--- src/rtl/counter_bank_pkg.sv ---
// Shared types for the counter bank: channel count modes, config FSM states
// and the channel-index width helper.
package counter_bank_pkg;

   typedef enum logic [1:0] {
      MODE_UP_WRAP   = 2'b00,
      MODE_DOWN_WRAP = 2'b01,
      MODE_UP_SAT    = 2'b10,
      MODE_HOLD      = 2'b11
   } mode_t;

   typedef enum logic {
      CFG_READY = 1'b0,
      CFG_BUSY  = 1'b1
   } cfg_state_t;

   // A single-channel bank still needs a 1-bit index port.
   function automatic int ch_width(input int n);
      return (n > 1) ? $clog2(n) : 1;
   endfunction

endpackage

--- src/rtl/counter_channel.sv ---
// One counter channel: counter, step, mode and sticky wrap flag, with the
// per-mode next-state arithmetic done at CNT_W+1 bits to expose carry/borrow.
module counter_channel
   import counter_bank_pkg::*;
#(
   parameter int               CNT_W      = 16,
   parameter logic [CNT_W-1:0] RESET_CNT  = '0,
   parameter logic [CNT_W-1:0] RESET_STEP = '0
) (
   input  logic             clk,
   input  logic             rst,
   input  logic             en,
   input  logic             cfg_we,
   input  logic [CNT_W-1:0] cfg_step,
   input  mode_t            cfg_mode,
   output logic [CNT_W-1:0] cnt,
   output logic             wrap
);

   logic [CNT_W-1:0] cnt_q, cnt_d;
   logic [CNT_W-1:0] step_q, step_d;
   mode_t            mode_q, mode_d;
   logic             wrap_q, wrap_d;
   logic [CNT_W:0]   sum;
   logic [CNT_W:0]   diff;

   assign sum  = {1'b0, cnt_q} + {1'b0, step_q};
   assign diff = {1'b0, cnt_q} - {1'b0, step_q};

   always_comb begin
      cnt_d  = cnt_q;
      step_d = step_q;
      mode_d = mode_q;
      wrap_d = wrap_q;

      // step=0 falls out naturally: no carry, no borrow, value unchanged.
      if (en) begin
         case (mode_q)
            MODE_UP_WRAP: begin
               cnt_d = sum[CNT_W-1:0];
               if (sum[CNT_W]) wrap_d = 1'b1;
            end
            MODE_DOWN_WRAP: begin
               cnt_d = diff[CNT_W-1:0];
               if (diff[CNT_W]) wrap_d = 1'b1;
            end
            MODE_UP_SAT: begin
               cnt_d = sum[CNT_W] ? {CNT_W{1'b1}} : sum[CNT_W-1:0];
            end
            default: begin
               cnt_d = cnt_q;
            end
         endcase
      end

      // The counter above still used the old step/mode; a write clears the
      // flag even when that same edge wrapped.
      if (cfg_we) begin
         step_d = cfg_step;
         mode_d = cfg_mode;
         wrap_d = 1'b0;
      end
   end

   always_ff @(posedge clk) begin
      if (rst) begin
         cnt_q  <= RESET_CNT;
         step_q <= RESET_STEP;
         mode_q <= MODE_UP_WRAP;
         wrap_q <= 1'b0;
      end else begin
         cnt_q  <= cnt_d;
         step_q <= step_d;
         mode_q <= mode_d;
         wrap_q <= wrap_d;
      end
   end

   assign cnt  = cnt_q;
   assign wrap = wrap_q;

endmodule

--- src/rtl/param_counter_bank.sv ---
// Bank of NUM_CH programmable free-running counters with a one-write-per-two-
// cycles config port, a registered snapshot read port, taps and wrap flags.
module param_counter_bank
   import counter_bank_pkg::*;
#(
   parameter int    NUM_CH    = 16,
   parameter int    CNT_W     = 16,
   parameter int    STEP_BASE = 10000,
   parameter int    TAP_BIT   = CNT_W - 1,
   localparam int   CH_W      = ch_width(NUM_CH)
) (
   input  logic              clk,
   input  logic              rst,
   input  logic              en,
   input  logic              cfg_valid,
   output logic              cfg_ready,
   input  logic [CH_W-1:0]   cfg_ch,
   input  logic [CNT_W-1:0]  cfg_step,
   input  logic [1:0]        cfg_mode,
   input  logic              snap_req,
   input  logic [CH_W-1:0]   snap_ch,
   output logic              snap_valid,
   output logic [CNT_W-1:0]  snap_data,
   output logic [NUM_CH-1:0] taps,
   output logic [NUM_CH-1:0] wrap_flags
);

   cfg_state_t       state_q, state_d;
   logic             cfg_ready_q, cfg_ready_d;
   logic             cfg_accept;
   logic [NUM_CH-1:0] ch_we;
   logic [CNT_W-1:0] cnt_all [NUM_CH];
   logic [CNT_W-1:0] snap_sel;
   logic             snap_valid_q, snap_valid_d;
   logic [CNT_W-1:0] snap_data_q, snap_data_d;

   assign cfg_accept = cfg_valid && cfg_ready_q;

   always_comb begin
      state_d     = state_q;
      cfg_ready_d = cfg_ready_q;
      case (state_q)
         CFG_READY: begin
            if (cfg_accept) begin
               state_d     = CFG_BUSY;
               cfg_ready_d = 1'b0;
            end
         end
         default: begin
            state_d     = CFG_READY;
            cfg_ready_d = 1'b1;
         end
      endcase
   end

   always_ff @(posedge clk) begin
      if (rst) begin
         state_q     <= CFG_READY;
         cfg_ready_q <= 1'b1;
      end else begin
         state_q     <= state_d;
         cfg_ready_q <= cfg_ready_d;
      end
   end

   genvar gi;
   generate
      for (gi = 0; gi < NUM_CH; gi++) begin : gen_ch
         localparam logic [CNT_W-1:0] RST_CNT  = CNT_W'(gi);
         localparam logic [CNT_W-1:0] RST_STEP = CNT_W'(STEP_BASE * gi);

         // Out-of-range channel indices match no channel, so they are dropped.
         assign ch_we[gi] = cfg_accept && (cfg_ch == CH_W'(gi));

         counter_channel #(
            .CNT_W      (CNT_W),
            .RESET_CNT  (RST_CNT),
            .RESET_STEP (RST_STEP)
         ) u_ch (
            .clk      (clk),
            .rst      (rst),
            .en       (en),
            .cfg_we   (ch_we[gi]),
            .cfg_step (cfg_step),
            .cfg_mode (mode_t'(cfg_mode)),
            .cnt      (cnt_all[gi]),
            .wrap     (wrap_flags[gi])
         );

         assign taps[gi] = cnt_all[gi][TAP_BIT];
      end
   endgenerate

   always_comb begin
      snap_sel = '0;
      for (int i = 0; i < NUM_CH; i++) begin
         if (snap_ch == CH_W'(i)) snap_sel = cnt_all[i];
      end
   end

   always_comb begin
      snap_valid_d = snap_req;
      snap_data_d  = snap_req ? snap_sel : snap_data_q;
   end

   always_ff @(posedge clk) begin
      if (rst) begin
         snap_valid_q <= 1'b0;
         snap_data_q  <= '0;
      end else begin
         snap_valid_q <= snap_valid_d;
         snap_data_q  <= snap_data_d;
      end
   end

   assign cfg_ready  = cfg_ready_q;
   assign snap_valid = snap_valid_q;
   assign snap_data  = snap_data_q;

endmodule

--- config.mk ---
export PLATFORM = sky130hd
export DESIGN_NAME = param_counter_bank
export DESIGN_NICKNAME = d
export VERILOG_FILES = /design/src/rtl/counter_bank_pkg.sv /design/src/rtl/counter_channel.sv /design/src/rtl/param_counter_bank.sv
export SDC_FILE = /design/constraint.sdc
export NUM_CORES = 2
export LEC_CHECK = 0
export CAP_MARGIN = 5
export CORE_MARGIN = 2
export CORE_UTILIZATION = 30
export CTS_BUF_LIST = sky130_fd_sc_hd__clkbuf_16
export DETAILED_ROUTE_END_ITERATION = 10
export SLEW_MARGIN = 20
export SYNTH_ARGS = -nofsm -noshare
export SYNTH_HDL_FRONTEND = slang
export SYNTH_SLANG_ARGS = --single-unit
--- constraint.sdc ---
create_clock -name clk -period 3.7 [get_ports clk]
set_input_delay 0.37 -clock clk [delete_from_list [all_inputs] [get_ports clk]]
set_output_delay 0.37 -clock clk [all_outputs]
set_load 0.02 [all_outputs]
==> results.ini <==
[outcome]
status = finished with violations
violations = DRC

[layout]
final_layout_size_suffix_gt1_share_pct = 6.44
syn2layout_area_growth_pct = 10.8
finalInstanceArea_um2 = 55200
fin_nets = 7262

[synthesis]
synth-warning-count = 0
synth_area_um2 = 49800
syn_nets = 7392
ys_seq_area_share_pct = 23.3
synth_cells = 6753
syn_avg_cell_area_um2 = 7.38
yosys-top-cells-area = dfxtp_1, ha_1, a21oi_1, nand2_1, o21ai_0
yosysTopAreaCellShare_pct = 23.3
synth_cell_types = 102
synth_edf_count = 0
synthArstFlopShare_pct = 0
yosys_most_used_dff = dfxtp_1
synth_largest_area_cell = dfxtp_1
synth-seq-cells = 579

[floorplanning]
die_h_um = 412
core_area_um2 = 165000
die-area_um2 = 169000
start_util_pct = 30.2
ios = 81
die_w_um = 412
std_cell_rows = 149

[global_route]
grt_start_max_net_pins = 127
antenna_found_initial = 16
grt_pass1_vias = 46471
gr-usage-all-layers_pct = 22.1
grt_first_pass_wirelength_um = 291000
grt_overflow_total = 0

[placement]
globalplace.congestion = 0.948
dp_hpwl_um = 140000
placement.io_buffers = 80
place_area_um2 = 52600

[route]
wl_per_cell_um = 21.8
wirelength_um = 194000
wl_met3_um = 15800
drc = 6
drtIter0Drc = 4791
wl_met1_um = 85700
viasPerCell = 5.65
first_pass_iters = 9
vias = 50147
wl_met2_um = 84800
ant_nets = 0
top_layer = met5

[setup_path]
startpoint_type = register
critPathKind = register to register
cp-end-kind = register
cp_data_arrival_time_ns = 4.15
crit_fanout = 6
cp.required_ns = 4.33

[cts]
cts_sinks = 579
clk_pin_slew_worst_paths_ns = 0.06
clock_latency_ns = 0.70
cts_made_buffers = 78
clockBufferDepth = 3
cts_max_level = 3
cts_tree = yes
cts_root_buf = clkbuf_16

[timing]
setup_viol = 0
layout_worst_path_cycle_share_pct = 95.2
fin_crit_ns = 3.52
clock.fmax_mhz = 284
hold_viol_final = 0
worstMarginPinSlew_ns = 1.22
slew_headroom_pct = 18.4
slew_viol_final = 0
tns_ns = 0
fin_skew_ns = 0.0375
rsz0062_at_grt = no
whs_ns = 0.0670

[pwr]
leakagePower_nw = 22.2
p_per_area_nw_per_um2 = 363
p_total_mw = 20.0
irDropWorstVdd_mv = 0.299

[job]
maxCapViolations = 0

[worst_hold_path]
hp-class = primary input to register

## routing by layer
metal | vias to the layer above | global-route usage [%]
li1 | 23697 | -
met3 | 347 | 3.62
met4 | 6 | 8.22
met5 | - | 0
met2 | 1975 | 34.4
met1 | 24122 | 30.4
## logic make-up (layout without fill, tap and decap cells)
| logic type | Yosys count | in the layout | share of synthesized area [%] |
|---|---|---|---|
| compound gates | 2347 | 2347 | 30.5 |
| xor+xnor | 168 | 168 | 2.95 |
| fa+ha+maj | 608 | 608 | 15.8 |
| buf+inv | 994 | 922 | 7.81 |
| flops | 579 | 579 | 23.3 |
| mux | 68 | 68 | 1.91 |
| other cells | 0 | 5 | 0 |
| simple gates | 1989 | 1989 | 17.8 |
## power by group
| part | switching, mW | leakage (nW) | internal (mW) |
|---|---|---|---|
| sequential | 0.544 | 4.73 | 6.55 |
| clock | 3.23 | 1.28 | 4.50 |
| combinational | 3.20 | 16.2 | 2.02 |
## Yosys cell counts, types with 51 or more instances
| cell | number |
|---|---|
| clkbuf_1 | 360 |
| nor2b_1 | 102 |
| nor3_1 | 147 |
| nor2_1 | 450 |
| xnor2_1 | 118 |
| o21bai_1 | 81 |
| o21ai_0 | 480 |
| nand3_1 | 101 |
| a211oi_1 | 55 |
| a21oi_1 | 776 |
| a31oi_1 | 63 |
| ha_1 | 576 |
| dfxtp_1 | 579 |
| o221ai_1 | 51 |
| a221o_1 | 71 |
| inv_1 | 558 |
| nand2_1 | 870 |
| a21o_1 | 90 |
| nand2b_1 | 114 |
| o22ai_1 | 74 |
| o211ai_1 | 147 |
## path summary, 6_finish.rpt
| check | startpoint | end | slack, ns | cells past startpoint |
|---|---|---|---|---|
| min | cfg_step[8] | gen_ch[2].u_ch.step_q[8] | 0.07 | 3 |
| max | gen_ch[3].u_ch.cnt[0] | gen_ch[3].u_ch.wrap | 0.18 | 13 |
| min reg2reg | state_q | state_q | 0.42 | 1 |
| max reg2reg | gen_ch[3].u_ch.cnt[0] | gen_ch[3].u_ch.wrap | 0.18 | 13 |
## state kept, by name, indices dropped and copies added, names as in the netlist
name,count
gen_ch.u_ch.step_q,256
snap_data,16
cfg_ready,1
gen_ch.u_ch.cnt,256
state_q,1
snap_valid,1
gen_ch.u_ch.mode_q,32
gen_ch.u_ch.wrap,16
## stage by stage
step	instances	utilization, %	setup slack [ns]
after floorplan	6753	-	0.624
after global placement	8730	31.9	0.0864
after detailed placement	8730	31.9	0.115
after CTS	8869	33.4	0.0888
after global routing	8873	33.5	0.0144
final	8875	33.5	0.179
## placed cells by master, fill, tap and decap left out, drive strengths merged, types with 28 or more instances in the layout
cell / count
o21a: 38
o21bai: 82
o211ai: 147
ha: 576
a31oi: 66
dfxtp: 579
fa: 32
mux2i: 39
or3: 34
a21oi: 780
xor2: 50
a211oi: 56
clkbuf: 81
buf: 166
a22oi: 41
nor3: 147
o21ai: 487
inv: 572
nand2: 871
a211o: 28
and2: 32
a221oi: 48
nand3: 101
o22ai: 74
nor2: 450
a21o: 90
clkdlybuf4s50: 58
nor4: 30
a221o: 72
clkinv: 33
nand2b: 114
or2: 35
o31ai: 44
xnor2: 118
nor2b: 102
o221ai: 51
## worst max-delay path, stage by stage, from the launching register on
cell and delay (ns):
dfxtp_1 0.41, ha_1 0.22, inv_1 0.07, fa_1 0.40
o21bai_1 0.16, a21oi_1 0.15, o21ai_0 0.17, a21oi_1 0.15
o41a_1 0.37, o31a_1 0.34, o31ai_4 0.33, inv_1 0.07
a2111oi_0 0.43, a32o_1 0.19
## timing repair
action                     CTS  global route
hold endpoints to repair     3             0
hold buffers                 1             0
resized for setup            0             8
buffers inserted             0             1
setup endpoints to repair    0             9
## area by class of cell
type | count | area, um^2
antenna | 5 | 12.5
clock buffer | 81 | 2030
clock inverter | 57 | 489
fill | 17438 | 110000
inverter | 559 | 2110
multi-input combinational | 5180 | 34400
sequential | 579 | 11600
tap | 2189 | 2740
timing repair buffer | 225 | 1830
(Power assumes the default switching activity.)
